`src/rtl/pipeline_stall_ctrl_pkg.sv`:
```
// Shared definitions for the pipeline stall sequencer: stall bit map,
// register address width and FSM state encodings.
package pipeline_stall_ctrl_pkg;

  localparam int REG_ADDR_BUS = 5;
  localparam int STALL_BUS    = 5;
  localparam int CNT_W        = 3;

  localparam int STALL_PC  = 0;
  localparam int STALL_IF  = 1;
  localparam int STALL_ID  = 2;
  localparam int STALL_EX  = 3;
  localparam int STALL_MEM = 4;

  // Whole-pipeline freeze, front-end hold, and front-end-plus-decode hold.
  localparam logic [STALL_BUS-1:0] STALL_NONE   = 5'b00000;
  localparam logic [STALL_BUS-1:0] STALL_ALL    = 5'b11111;
  localparam logic [STALL_BUS-1:0] STALL_FETCH  = 5'b00011;
  localparam logic [STALL_BUS-1:0] STALL_DECODE = 5'b00111;

  typedef logic [REG_ADDR_BUS-1:0] reg_addr_t;

  typedef enum logic [1:0] {
    ST_RUN        = 2'd0,
    ST_LOAD_STALL = 2'd1,
    ST_FLUSH      = 2'd2
  } state_e;

endpackage

```
`src/rtl/pipeline_stall_ctrl_if.sv`:
```
// Hazard/bus status going into the stall sequencer and the per-stage
// control coming back out. The core drives master; the sequencer is slave.
interface pipeline_stall_ctrl_if;
  import pipeline_stall_ctrl_pkg::*;

  logic                 id_valid;
  reg_addr_t            id_rs;
  reg_addr_t            id_rt;
  logic                 id_use_rs;
  logic                 id_use_rt;
  logic                 ex_load;
  reg_addr_t            ex_dest;
  logic                 rom_busy;
  logic                 ram_busy;
  logic                 flush_req;

  logic [STALL_BUS-1:0] stall;
  logic                 bubble_id;
  logic                 bubble_ex;
  logic                 flush;
  logic [31:0]          stall_cycles;

  modport master (
    output id_valid, id_rs, id_rt, id_use_rs, id_use_rt,
    output ex_load, ex_dest, rom_busy, ram_busy, flush_req,
    input  stall, bubble_id, bubble_ex, flush, stall_cycles
  );

  modport slave (
    input  id_valid, id_rs, id_rt, id_use_rs, id_use_rt,
    input  ex_load, ex_dest, rom_busy, ram_busy, flush_req,
    output stall, bubble_id, bubble_ex, flush, stall_cycles
  );

endinterface

```
`src/rtl/pipeline_stall_ctrl_load_use_detect.sv`:
```
// Purely combinational load-use comparator: flags a consumer that reads the
// destination of an in-flight load. Register 0 is hardwired and never hazards.
module pipeline_stall_ctrl_load_use_detect
  import pipeline_stall_ctrl_pkg::*;
(
  input  logic      ld_i,
  input  logic      valid_i,
  input  reg_addr_t rs_i,
  input  reg_addr_t rt_i,
  input  logic      use_rs_i,
  input  logic      use_rt_i,
  input  reg_addr_t dest_i,
  output logic      hz_o
);

  logic rsHit;
  logic rtHit;

  assign rsHit = use_rs_i && (rs_i == dest_i);
  assign rtHit = use_rt_i && (rt_i == dest_i);
  assign hz_o  = ld_i && valid_i && (dest_i != '0) && (rsHit || rtHit);

endmodule

```
`src/rtl/pipeline_stall_ctrl.sv`:
```
// Central stall/bubble/flush sequencer for the 5-stage core; also counts
// cycles in which the PC is held.
module pipeline_stall_ctrl
  import pipeline_stall_ctrl_pkg::*;
#(
  parameter int LOAD_LATENCY = 1,
  parameter int FLUSH_CYCLES = 1
)
(
  input logic                 clk,
  input logic                 rst,
  pipeline_stall_ctrl_if.slave ctrl
);

  localparam logic [CNT_W-1:0] LOAD_RELOAD  = CNT_W'(LOAD_LATENCY - 1);
  localparam logic [CNT_W-1:0] FLUSH_RELOAD = CNT_W'(FLUSH_CYCLES - 1);
  localparam bit               LOAD_MULTI   = (LOAD_LATENCY > 1);
  localparam bit               FLUSH_MULTI  = (FLUSH_CYCLES > 1);

  state_e               state_q;
  logic [CNT_W-1:0]     cnt_q;
  logic [31:0]          stallCycles_q;
  logic                 loadHazard;
  logic [STALL_BUS-1:0] stallVec;
  logic                 bubbleId;
  logic                 bubbleEx;
  logic                 flushOut;

  pipeline_stall_ctrl_load_use_detect u_detect (
    .ld_i     (ctrl.ex_load),
    .valid_i  (ctrl.id_valid),
    .rs_i     (ctrl.id_rs),
    .rt_i     (ctrl.id_rt),
    .use_rs_i (ctrl.id_use_rs),
    .use_rt_i (ctrl.id_use_rt),
    .dest_i   (ctrl.ex_dest),
    .hz_o     (loadHazard)
  );

  // A pending flush squashes IF/ID even while a data stall freezes the pipe.
  always_comb begin
    stallVec = STALL_NONE;
    bubbleId = 1'b0;
    bubbleEx = 1'b0;
    flushOut = 1'b0;
    if (rst) begin
      stallVec = STALL_NONE;
    end else if (ctrl.flush_req || (state_q == ST_FLUSH)) begin
      flushOut = 1'b1;
      bubbleId = 1'b1;
      if (ctrl.ram_busy) stallVec = STALL_ALL;
    end else if (ctrl.ram_busy) begin
      stallVec = STALL_ALL;
    end else if (ctrl.rom_busy) begin
      stallVec = STALL_FETCH;
      bubbleId = 1'b1;
    end else if (loadHazard || (state_q == ST_LOAD_STALL)) begin
      stallVec = STALL_DECODE;
      bubbleEx = 1'b1;
    end
  end

  assign ctrl.stall        = stallVec;
  assign ctrl.bubble_id    = bubbleId;
  assign ctrl.bubble_ex    = bubbleEx;
  assign ctrl.flush        = flushOut;
  assign ctrl.stall_cycles = stallCycles_q;

  // The load-stall countdown only advances when the pipe actually moves.
  always_ff @(posedge clk or posedge rst) begin
    if (rst) begin
      state_q <= ST_RUN;
      cnt_q   <= '0;
    end else begin
      unique case (state_q)
        ST_RUN: begin
          if (ctrl.flush_req) begin
            if (FLUSH_MULTI) begin
              state_q <= ST_FLUSH;
              cnt_q   <= FLUSH_RELOAD;
            end
          end else if (loadHazard && !ctrl.ram_busy && LOAD_MULTI) begin
            state_q <= ST_LOAD_STALL;
            cnt_q   <= LOAD_RELOAD;
          end
        end
        ST_LOAD_STALL: begin
          if (ctrl.flush_req) begin
            if (FLUSH_MULTI) begin
              state_q <= ST_FLUSH;
              cnt_q   <= FLUSH_RELOAD;
            end else begin
              state_q <= ST_RUN;
              cnt_q   <= '0;
            end
          end else if (!ctrl.ram_busy) begin
            if (cnt_q <= 3'd1) begin
              state_q <= ST_RUN;
              cnt_q   <= '0;
            end else begin
              cnt_q <= cnt_q - 3'd1;
            end
          end
        end
        ST_FLUSH: begin
          if (ctrl.flush_req) begin
            cnt_q <= FLUSH_RELOAD;
          end else if (cnt_q <= 3'd1) begin
            state_q <= ST_RUN;
            cnt_q   <= '0;
          end else begin
            cnt_q <= cnt_q - 3'd1;
          end
        end
        default: begin
          state_q <= ST_RUN;
          cnt_q   <= '0;
        end
      endcase
    end
  end

  always_ff @(posedge clk or posedge rst) begin
    if (rst) begin
      stallCycles_q <= '0;
    end else if (stallVec[STALL_PC]) begin
      stallCycles_q <= stallCycles_q + 32'd1;
    end
  end

endmodule
```
`src/flat_wrapper.sv`:
```
// flat-port wrapper written by rule: the top's interface ports become plain ports
module pipeline_stall_ctrl_flat import pipeline_stall_ctrl_pkg::*;
#(
  parameter int LOAD_LATENCY = 1,
  parameter int FLUSH_CYCLES = 1
)
  (clk, rst, ctrl_id_valid, ctrl_id_rs, ctrl_id_rt, ctrl_id_use_rs, ctrl_id_use_rt, ctrl_ex_load, ctrl_ex_dest, ctrl_rom_busy, ctrl_ram_busy, ctrl_flush_req, ctrl_stall, ctrl_bubble_id, ctrl_bubble_ex, ctrl_flush, ctrl_stall_cycles);
  pipeline_stall_ctrl_if ctrl_i ();
  input logic clk;
  input logic rst;
  input wire logic [$bits(ctrl_i.id_valid)-1:0] ctrl_id_valid;
  input wire logic [$bits(ctrl_i.id_rs)-1:0] ctrl_id_rs;
  input wire logic [$bits(ctrl_i.id_rt)-1:0] ctrl_id_rt;
  input wire logic [$bits(ctrl_i.id_use_rs)-1:0] ctrl_id_use_rs;
  input wire logic [$bits(ctrl_i.id_use_rt)-1:0] ctrl_id_use_rt;
  input wire logic [$bits(ctrl_i.ex_load)-1:0] ctrl_ex_load;
  input wire logic [$bits(ctrl_i.ex_dest)-1:0] ctrl_ex_dest;
  input wire logic [$bits(ctrl_i.rom_busy)-1:0] ctrl_rom_busy;
  input wire logic [$bits(ctrl_i.ram_busy)-1:0] ctrl_ram_busy;
  input wire logic [$bits(ctrl_i.flush_req)-1:0] ctrl_flush_req;
  output wire logic [$bits(ctrl_i.stall)-1:0] ctrl_stall;
  output wire logic [$bits(ctrl_i.bubble_id)-1:0] ctrl_bubble_id;
  output wire logic [$bits(ctrl_i.bubble_ex)-1:0] ctrl_bubble_ex;
  output wire logic [$bits(ctrl_i.flush)-1:0] ctrl_flush;
  output wire logic [$bits(ctrl_i.stall_cycles)-1:0] ctrl_stall_cycles;
  assign ctrl_i.id_valid = ctrl_id_valid;
  assign ctrl_i.id_rs = ctrl_id_rs;
  assign ctrl_i.id_rt = ctrl_id_rt;
  assign ctrl_i.id_use_rs = ctrl_id_use_rs;
  assign ctrl_i.id_use_rt = ctrl_id_use_rt;
  assign ctrl_i.ex_load = ctrl_ex_load;
  assign ctrl_i.ex_dest = ctrl_ex_dest;
  assign ctrl_i.rom_busy = ctrl_rom_busy;
  assign ctrl_i.ram_busy = ctrl_ram_busy;
  assign ctrl_i.flush_req = ctrl_flush_req;
  assign ctrl_stall = ctrl_i.stall;
  assign ctrl_bubble_id = ctrl_i.bubble_id;
  assign ctrl_bubble_ex = ctrl_i.bubble_ex;
  assign ctrl_flush = ctrl_i.flush;
  assign ctrl_stall_cycles = ctrl_i.stall_cycles;
  pipeline_stall_ctrl #(.LOAD_LATENCY(LOAD_LATENCY), .FLUSH_CYCLES(FLUSH_CYCLES)) u_core (.clk(clk), .rst(rst), .ctrl(ctrl_i));
endmodule
```
`config.mk`:
```
export PLATFORM = sky130hd
export DESIGN_NAME = pipeline_stall_ctrl_flat
export DESIGN_NICKNAME = d
export VERILOG_FILES = /design/src/rtl/pipeline_stall_ctrl_pkg.sv /design/src/rtl/pipeline_stall_ctrl_if.sv /design/src/rtl/pipeline_stall_ctrl_load_use_detect.sv /design/src/rtl/pipeline_stall_ctrl.sv /design/src/flat_wrapper.sv
export SDC_FILE = /design/constraint.sdc
export NUM_CORES = 1
export LEC_CHECK = 0
export CELL_PAD_IN_SITES_DETAIL_PLACEMENT = 0
export CELL_PAD_IN_SITES_GLOBAL_PLACEMENT = 1
export CORE_MARGIN = 4
export CORE_UTILIZATION = 31
export CTS_CLUSTER_DIAMETER = 150
export DETAILED_ROUTE_END_ITERATION = 10
export PLACE_DENSITY = 0.84
export SLEW_MARGIN = 20
export SYNTH_ARGS = -nofsm -noshare
export SYNTH_HDL_FRONTEND = slang
export SYNTH_HIERARCHICAL = 1
export SYNTH_SLANG_ARGS = --single-unit
```
`constraint.sdc`:
```
create_clock -name clk -period 3.1 [get_ports clk]
set_input_delay 0.93 -clock clk [delete_from_list [all_inputs] [get_ports clk]]
set_output_delay 0.93 -clock clk [all_outputs]
set_load 0.02 [all_outputs]
```
======== Yosys cells after proc, flatten, opt, wreduce, memory -nomap -nowiden ========
Cells that the tools add are included.
operators by class
  order comparisons ....................... 1
  reductions and logical operators ........ 12
  mux-type cells .......................... 27
  bitwise operators ....................... 1
  $add $sub $neg .......................... 2
  eq/ne operators ......................... 6
operators by type and width
  operator                                                                           number
  32-bit by 1-bit adder with 32-bit output (second input constant)                   1
  5-bit 2-to-1 mux                                                                   5
  3-bit 2-to-1 mux                                                                   5
  1-bit 2-to-1 mux                                                                   11
  5-bit == test                                                                      2
  3-bit one-hot mux with 3 select lines                                              1
  2-bit 2-to-1 mux                                                                   4
  2-bit one-hot mux with 3 select lines                                              1
  1-bit logical AND                                                                  5
  5-bit nonzero test                                                                 1
  3-bit by 1-bit less-or-equal comparator with 1-bit output (second input constant)  1
  1-bit logical OR                                                                   3
  3-bit inequality test (second input constant)                                      1
  3-bit AND reduction                                                                1
  3-bit by 1-bit subtractor with 3-bit output (second input constant)                1
  2-bit by 1-bit == test with 1-bit output (second input constant)                   1
  2-bit == test (second input constant)                                              1
  2-bit logical NOT                                                                  1
  2-bit inequality test (second input constant)                                      1
  2-bit AND reduction                                                                1
  1-bit inverter                                                                     1
storage, ports and cells
  bits of input ports ..................... 24
  output and inout port bits .............. 40
  bits in registers ....................... 37
  word-level logic and storage cells ...... 52

======== Depth between registers and ports, before layout ========
Gate-level depths: netlist of the first run.
  depth in word-level cells ............... 10
  mapped depth ............................ 10

======== Modules after synthesis ========
Netlist of the first run, hierarchy kept.
modules (own cells, without submodules)
  module                               area an instance (um^2)  cells each  times used  sequential area each (um^2)
  pipeline_stall_ctrl                  1,811.7                  170         1           925.9
  pipeline_stall_ctrl_load_use_detect  135.1                    17          1           0.0

======== Worst setup path before layout of the first run ========
OpenSTA, ideal clock, no wires.
  path kind ............................... in2out
  start ................................... in ctrl_ex_dest[0]
  end ..................................... out ctrl_bubble_ex
  arrival time ............................ 2.289 ns
  required time ........................... 2.170 ns
  buffers on the path ..................... 0
  path slack .............................. -0.119 ns
  cell stages on the path ................. 6
  cell sequence ........................... xor2_1 nor4_1 nand3_1 a21oi_1 nor2_1 nor4_1
on the way
  longest elaborated chain between the ends .. 10
ends and longest elaborated chain
  what                                         line                                                                                  text
  from (decl)                                  flat_wrapper.sv:17                                                                    input wire logic [$bits(ctrl_i.ex_dest)-1:0] ctrl_ex_dest;
  5-bit == test, on equally long branches      pipeline_stall_ctrl_load_use_detect.sv:19, pipeline_stall_ctrl_load_use_detect.sv:20
  1-bit logical AND, on equally long branches  pipeline_stall_ctrl_load_use_detect.sv:19, pipeline_stall_ctrl_load_use_detect.sv:20
  1-bit logical OR                             pipeline_stall_ctrl_load_use_detect.sv:21                                             assign hz_o = ld_i && valid_i && (dest_i != '0) && (rsHit || rtHit);
  1-bit logical AND (*)                        pipeline_stall_ctrl_load_use_detect.sv:21
  via u_core.loadHazard                        pipeline_stall_ctrl.sv:23                                                             logic loadHazard;
  1-bit logical OR (*)                         pipeline_stall_ctrl.sv:57                                                             end else if (loadHazard || (state_q == ST_LOAD_STALL)) begin
  1-bit 2-to-1 mux (*)                         pipeline_stall_ctrl.sv:57
  1-bit 2-to-1 mux (*)                         pipeline_stall_ctrl.sv:54                                                             end else if (ctrl.rom_busy) begin
  1-bit 2-to-1 mux (*)                         pipeline_stall_ctrl.sv:52                                                             end else if (ctrl.ram_busy) begin
  1-bit 2-to-1 mux (*)                         pipeline_stall_ctrl.sv:48                                                             end else if (ctrl.flush_req || (state_q == ST_FLUSH)) begin
  1-bit 2-to-1 mux (*)                         pipeline_stall_ctrl.sv:46                                                             if (rst) begin
  to (decl)                                    flat_wrapper.sv:23                                                                    output wire logic [$bits(ctrl_i.bubble_ex)-1:0] ctrl_bubble_ex;
Mark *: on every way through the listed nets, which the timed path passes. The rest lies on a longest branch.

======== Worst setup path after layout of the first run ========
  start ................................... in ctrl_ex_dest[1]
  end ..................................... out ctrl_stall[2]
on the way
  longest elaborated chain between the ends .. 10
ends and longest elaborated chain
  what                                         line                                                                                  text
  5-bit == test, on equally long branches      pipeline_stall_ctrl_load_use_detect.sv:19, pipeline_stall_ctrl_load_use_detect.sv:20
  1-bit logical AND, on equally long branches  pipeline_stall_ctrl_load_use_detect.sv:19, pipeline_stall_ctrl_load_use_detect.sv:20
  1-bit logical OR                             pipeline_stall_ctrl_load_use_detect.sv:21
  1-bit logical AND (*)                        pipeline_stall_ctrl_load_use_detect.sv:21
  via u_core.loadHazard                        pipeline_stall_ctrl.sv:23
  1-bit logical OR (*)                         pipeline_stall_ctrl.sv:57
  3-bit 2-to-1 mux (*)                         pipeline_stall_ctrl.sv:57
  5-bit 2-to-1 mux (*)                         pipeline_stall_ctrl.sv:54
  5-bit 2-to-1 mux (*)                         pipeline_stall_ctrl.sv:52
  5-bit 2-to-1 mux (*)                         pipeline_stall_ctrl.sv:48
  5-bit 2-to-1 mux (*)                         pipeline_stall_ctrl.sv:46
  to (decl)                                    flat_wrapper.sv:21                                                                    output wire logic [$bits(ctrl_i.stall)-1:0] ctrl_stall;
Marks and branches as above.

==> results of run 1 <==
## registers in the layout (all words and copies together) (netlist names)
name                      cells
u_core/cnt_q                  3
u_core/ctrl.stall_cycles     32
u_core/state_q                2
## per-layer routing
metal	share of wire, %	routed length [µm]	vias up	global-route usage, %
met5	0	0	-	0
met4	0.57	25	0	2.93
met3	4.1	177	2	2.65
met2	47	2030	34	19.0
met1	49	2120	730	16.9
li1	-	-	791	-
## area by class of cell
class / count / share of cell area (%)
multi-input cells: 137 / 35.4
flip-flops and latches: 37 / 32.9
repair buffers: 71 / 22.8
well taps: 75 / 3.34
clock buffers: 6 / 2.94
clock inverters: 2 / 1.33
inverters: 10 / 1.33
## repair_timing
item / 4_1_cts / 5_1_grt
hold buffers: 0 / 0
endpoints found under the setup margin: 8 / 6
pin swaps: 18 / 9
setup buffers: 1 / 0
gates cloned: 0 / 0
resized for setup: 73 / 10
## synth_stat cells (3+ instances only)
| cell type | count | area, µm² |
|---|---|---|
| nor4_1 | 4 | 25.0 |
| xnor2_1 | 29 | 254 |
| nor3_1 | 4 | 20.0 |
| inv_1 | 10 | 37.5 |
| nand4_1 | 9 | 56.3 |
| buf_4 | 3 | 22.5 |
| nand2_1 | 15 | 56.3 |
| nand3_1 | 15 | 75.1 |
| and3_1 | 7 | 43.8 |
| and4_1 | 3 | 26.3 |
| xor2_1 | 12 | 105 |
| nor2_1 | 7 | 26.3 |
| o21ai_0 | 5 | 25.0 |
| dfrtp_1 | 37 | 926 |
| nand2b_1 | 4 | 25.0 |
| ha_1 | 5 | 62.6 |
## logic make-up (layout without fill, tap and decap cells)
family,after synthesis,count (layout)
compound gates,12,12
simple gates,78,78
fa+ha+maj,5,5
xor+xnor,41,41
flops,37,37
buf+inv,13,89
mux,1,1
## critical path, delay by kind of cell
| family | cells | cell delay [ps] |
|---|---|---|
| and+or+nand+nor | 3 | 510 |
| AOI/OAI and AO/OA | 2 | 360 |
| buffers and inverters | 2 | 270 |
| xor gates and xnor gates | 1 | 140 |
## final timing paths
path                                                           from                                  endpoint  slack (ps)  cells after the start
min in group asynchronous                                       rst  u_core/ctrl.stall_cycles[30]$_DFFE_PP0P_        1220                      4
min                        u_core/ctrl.stall_cycles[31]$_DFFE_PP0P_  u_core/ctrl.stall_cycles[31]$_DFFE_PP0P_         480                      1
max reg2reg                           u_core/state_q[0]$_DFFE_PP0P_  u_core/ctrl.stall_cycles[27]$_DFFE_PP0P_         780                     10
max in group asynchronous                                       rst  u_core/ctrl.stall_cycles[23]$_DFFE_PP0P_        1550                      4
max                                                 ctrl_ex_dest[1]                             ctrl_stall[2]         -40                      8
min reg2reg                u_core/ctrl.stall_cycles[31]$_DFFE_PP0P_  u_core/ctrl.stall_cycles[31]$_DFFE_PP0P_         480                      1
## report_power, final
group	total [mW]	switching [mW]	internal, mW
Sequential	0.574	0.0502	0.524
Combinational	0.287	0.137	0.151
Clock	0.438	0.176	0.262
==> run_results.csv, run 1 <==
group,metric,value,unit
status,outcome,"finished, violations left",
status,violations,"setup timing",
floorplan,ios,64,
yosys,netlist_area,1950,µm²
routing,drt_iter0_drc,90,
finish,diodes,0,
routing,drc,0,
timing,tns,-81.5,ps
global_routing,grt_pass1_vias,1632,
global_routing,grt_max_degree,38,
routing,ant_nets,0,
yosys,synthMuxAreaShare,0.578,%
floorplan,coreArea,5990,µm²
timing,slew_viol_final,0,
global_routing,track_usage,12.1,%
worst_hold_path,hold_path_class,"reg2reg",
timing,worst_pin_slew,507,ps
timing,finalSetupViolations,3,
floorplan,initial_core_util,32.5,%
clock_tree,clockBufferDepth,2,
worst_setup_path,end_kind,"primary output",
yosys,synthesis.instances,187,
power,p_per_area,462,nW/µm²
yosys,async_reset_ff_share,100,%
timing,max_slew_margin,65.9,%
routing,num_vias,1557,
floorplan,die_y,87.2,µm
yosys,synthFlopType,"dfrtp_1",
worst_setup_path,start_kind,"primary input",
finish,nets,291,
finish,final_cell_mix,"clkdlybuf4s50_1, dfrtp_1, xnor2_1",
timing,min_period_over_period,101,%
worst_setup_path,cpMaxStageDelayCell,"nor4_1",
global_routing,antenna_found_initial,0,
yosys,avgSynthCellArea,10.4,µm²
finish,multi_input_comb_area,995,µm²
yosys,synth_xor_area_share,18.4,%
power,vdd_drop_max,0.000302,V
yosys,synth-simple-area-share,22.8,%
timing,skew,8.11,ps
timing,timing_hold_violations_final,0,
timing,fin_ws,-40.1,ps
global_routing,grt_pass1_wl,7.49,mm
worst_setup_path,crit_type,"in2out",
yosys,yosysSeqAreaShare,47.6,%
placement,numPortBuffers,63,
placement,preCtsSetupSlack,-907,ps
clock_tree,clock-root-buffer,"clkbuf_8",
routing,wl,4.35,mm
timing,fmax,318,MHz
routing,vias_per_cell,4.61,
finish,final_common_cell,"clkdlybuf4s50_1",
floorplan,dieArea,7610,µm²
clock_tree,htreeDepth,2,
finish,syn_to_final_growth,44.5,%
timing,grt_setup_unrepaired,"true",
placement,dp.cells,329,
finish,final_layout_size_suffix_gt1_share,19.0,%
yosys,syn-num-nets,216,
yosys,synth_warnings,6,
worst_setup_path,worstPathArrival,2210,ps
floorplan,die_w,87.2,µm
clock_tree,clk_latency,290,ps
global_routing,grt_remaining_overflow,0,
placement,placed_area,2720,µm²
worst_setup_path,crit_chain,"buf_8 -> xor2_1 -> nor4_1 -> nand3_1 -> a21oi_2 -> nor2_2 -> o31ai_2 -> buf_4",
timing,min_period,3140,ps
worst_setup_path,cp_max_fo,3,
placement,place_congestion,0.798,
timing,holdWs,479,ps
yosys,synth.distinct_cells,31,
yosys,synth_top_family_by_area,"simple AND/OR/NAND/NOR gates",
clock_tree,cts_tree,"yes",
power,p_total,1.30,mW
yosys,synth_fa_ha_area_share,3.21,%
worst_setup_path,crit_required,2170,ps
power,p_leak,1.25,nW
run,maxCapViolCount,0,
finish,stdcell_area,2810,µm²
clock_tree,cts_buffers,5,
worst_setup_path,slowest_delay,310,ps
finish,final_cells,338,
yosys,synth_edf_count,0,
placement,hpwl,3.24,mm
finish,fillers,563,
yosys,synth_compound_area_share,4.37,%
routing,drt-wirelength-per-cell,12.9,µm
routing,drtPass1Iterations,4,
clock_tree,clkSinkCount,37,
yosys,ys_seq_elements,37,
clock_tree,clk_pin_slew,80,ps
floorplan,rows,28,
finish,seqCellArea,926,µm²
finish,final_util,47.0,%
Power figures use the tool's default switching activity.
==> run 2, diff against run 1 <==
--- a/config.mk
+++ b/config.mk
@@ -7,7 +7,6 @@
 export LEC_CHECK = 0
 export CELL_PAD_IN_SITES_DETAIL_PLACEMENT = 0
 export CELL_PAD_IN_SITES_GLOBAL_PLACEMENT = 1
-export CORE_MARGIN = 4
 export CORE_UTILIZATION = 31
 export CTS_CLUSTER_DIAMETER = 150
 export DETAILED_ROUTE_END_ITERATION = 10
==> constraint.sdc (replaced) <==
create_clock -name clk -period 3.1 [get_ports clk]
set_input_delay 0.62 -clock clk [delete_from_list [all_inputs] [get_ports clk]]
set_output_delay 0.62 -clock clk [all_outputs]
set_load 0.02 [all_outputs]
==> run 2 against run 1 <==
  * The flow now finishes without violations
  * Clock skew grew 0.51 ps
  * Setup slack gained 110 ps
  * Combinational power grew 2%
  * Register-to-register slack gained 90 ps
  * Die area shrank 13%
  * Global-route usage grew 2.4 points
  * Wire length grew 6.2%
  * Cell count is the same
  * Maximum frequency grew 3.5%
  * Sequential share of layout area shrank 0.40 points
  * Critical endpoint unchanged
==> run_results.csv, run 2 (synthesized netlist as in run 1, its figures left out) <==
group,metric,value,unit
status,outcome,"finished clean",
finish,largest_register_ffs,32,
floorplan,rows,28,
floorplan,ios,64,
floorplan,initial_core_util,32.5,%
worst_setup_path,worstPathArrival,2410,ps
timing,tns,0,ps
placement,numPortBuffers,63,
power,vdd_drop_max,0.000416,V
routing,drtPass1Iterations,4,
routing,ant_nets,0,
worst_setup_path,cp_max_fo,2,
clock_tree,clock-root-buffer,"clkbuf_8",
worst_setup_path,crit_type,"in2out",
worst_setup_path,start_kind,"primary input",
routing,wl,4.62,mm
placement,place_congestion,0.745,
placement,dp.cells,331,
routing,num_vias,1629,
worst_setup_path,slowest_delay,410,ps
global_routing,grt_pass1_vias,1590,
floorplan,dieArea,6600,µm²
routing,drt_iter0_drc,29,
power,p_total,1.26,mW
worst_setup_path,end_kind,"primary output",
clock_tree,clockBufferDepth,2,
finish,final_cell_mix,"clkdlybuf4s50_1, dfrtp_1, xnor2_1",
power,p_leak,1.27,nW
finish,nets,292,
power,p_per_area,444,nW/µm²
global_routing,antenna_found_initial,0,
worst_hold_path,hold_path_class,"reg2reg",
floorplan,die_y,81.2,µm
run,maxCapViolCount,0,
routing,vias_per_cell,4.82,
worst_hold_path,holdPathStages,1,
finish,final_cells,338,
worst_setup_path,crit_chain,"clkdlybuf4s50_1 -> xor2_1 -> nor4_2 -> nand3_1 -> a21oi_2 -> buf_4 -> nor2_2 -> o31ai_1 -> buf_4",
global_routing,grt_remaining_overflow,0,
worst_setup_path,reg2regPathDepth,9,
worst_setup_path,crit_required,2480,ps
clock_tree,clk_latency,290,ps
worst_setup_path,cpMaxStageDelayCell,"clkdlybuf4s50_1",
finish,syn_to_final_growth,46.3,%
clock_tree,clk_pin_slew,70,ps
global_routing,grt_max_degree,38,
placement,hpwl,3.42,mm
timing,min_period,3030,ps
worst_hold_path,holdPathEnd,"u_core/ctrl.stall_cycles[31]$_DFFE_PP0P_",
worst_setup_path,cp_top_family,"buffers and inverters",
floorplan,coreArea,5990,µm²
clock_tree,hold_buffers,0,
routing,drc,0,
finish,final_layout_size_suffix_gt1_share,13.7,%
clock_tree,htreeDepth,2,
worst_setup_path,path_buf_inv,3,
timing,slew_viol_final,0,
timing,min_period_over_period,97.8,%
routing,drt-wirelength-per-cell,13.7,µm
worst_setup_path,r2r_start,"u_core/state_q[0]$_DFFE_PP0P_",
clock_tree,cts_buffers,5,
worst_setup_path,r2r_setup_slack,870,ps
timing,skew,8.62,ps
finish,diodes,0,
worst_setup_path,r2r-end,"u_core/ctrl.stall_cycles[27]$_DFFE_PP0P_",
floorplan,die_w,81.2,µm
timing,max_slew_margin,68.2,%
finish,final_common_cell,"clkdlybuf4s50_1",
worst_hold_path,min_from,"u_core/ctrl.stall_cycles[31]$_DFFE_PP0P_",
timing,fmax,330,MHz
worst_setup_path,crit_top_cell,"buf_4",
clock_tree,clkSinkCount,37,
timing,timing_hold_violations_final,0,
clock_tree,post_cts_buffers,0,
global_routing,track_usage,14.5,%
timing,finalSetupViolations,0,
clock_tree,cts_tree,"yes",
timing,worst_pin_slew,473,ps
global_routing,grt_pass1_wl,7.39,mm
-- run 2: per-stage QoR --
stage / utilization (%) / hold slack [ps] / instance area, µm² / worst slack (ps)
floorplan: - / 457 / 1950 / 501
global placement: 45.3 / 476 / 2720 / -387
detailed placement: 45.3 / 482 / 2720 / -468
CTS: 46.7 / 492 / 2800 / 9.79
global route: 47.5 / 508 / 2850 / -31.9
finish: 47.5 / 486 / 2850 / 67.3
-- run 2: routing by layer --
layer	wire [µm]	track usage (%)
met1	2030	19.2
met2	2360	23.9
met3	199	3.37
met4	40	3.57
met5	0	0
-- run 2: where the power goes --
group	internal, mW	switching (mW)
Combinational	0.157	0.137
Sequential	0.524	0.0493
Clock	0.234	0.164
-- run 2: worst reg2reg max path: cells and delay by family (launching register included) --
kind / cells / cell delay (ps)
flip-flops: 1 / 370
AO/OA/AOI/OAI: 1 / 200
AND/OR/NAND/NOR: 3 / 730
buffers and inverters: 3 / 440
adder cells (fa/ha/maj): 1 / 230
XOR/XNOR: 1 / 160
-- run 2: timing repair --
| item | CTS | global route |
|---|---|---|
| pin swaps | 1 | 7 |
| resized for setup | 18 | 14 |
| setup endpoints to repair | 4 | 13 |
-- run 2: worst max-delay path by stage --
stage	from	to	cells after the start
2_1_floorplan	ctrl_ex_dest[0]	ctrl_bubble_ex	6
3_3_place_gp	ctrl_ex_dest[4]	ctrl_stall[0]	9
3_5_place_dp	ctrl_ex_dest[4]	ctrl_stall[2]	9
4_1_cts	ctrl_ex_dest[0]	ctrl_stall[1]	9
5_1_grt	ctrl_id_rs[0]	ctrl_stall[2]	9
6_report	ctrl_id_rs[0]	ctrl_stall[2]	9
-- run 2: layout make-up --
| type | instances | area (µm²) |
|---|---|---|
| fill | 558 | 3140 |
| timing repair buffer | 72 | 698 |
| sequential | 37 | 926 |
| clock inverter | 2 | 35.0 |
| clock buffer | 5 | 68.8 |
| inverter | 10 | 37.5 |
| multi-input combinational | 137 | 988 |
| tap | 75 | 93.8 |
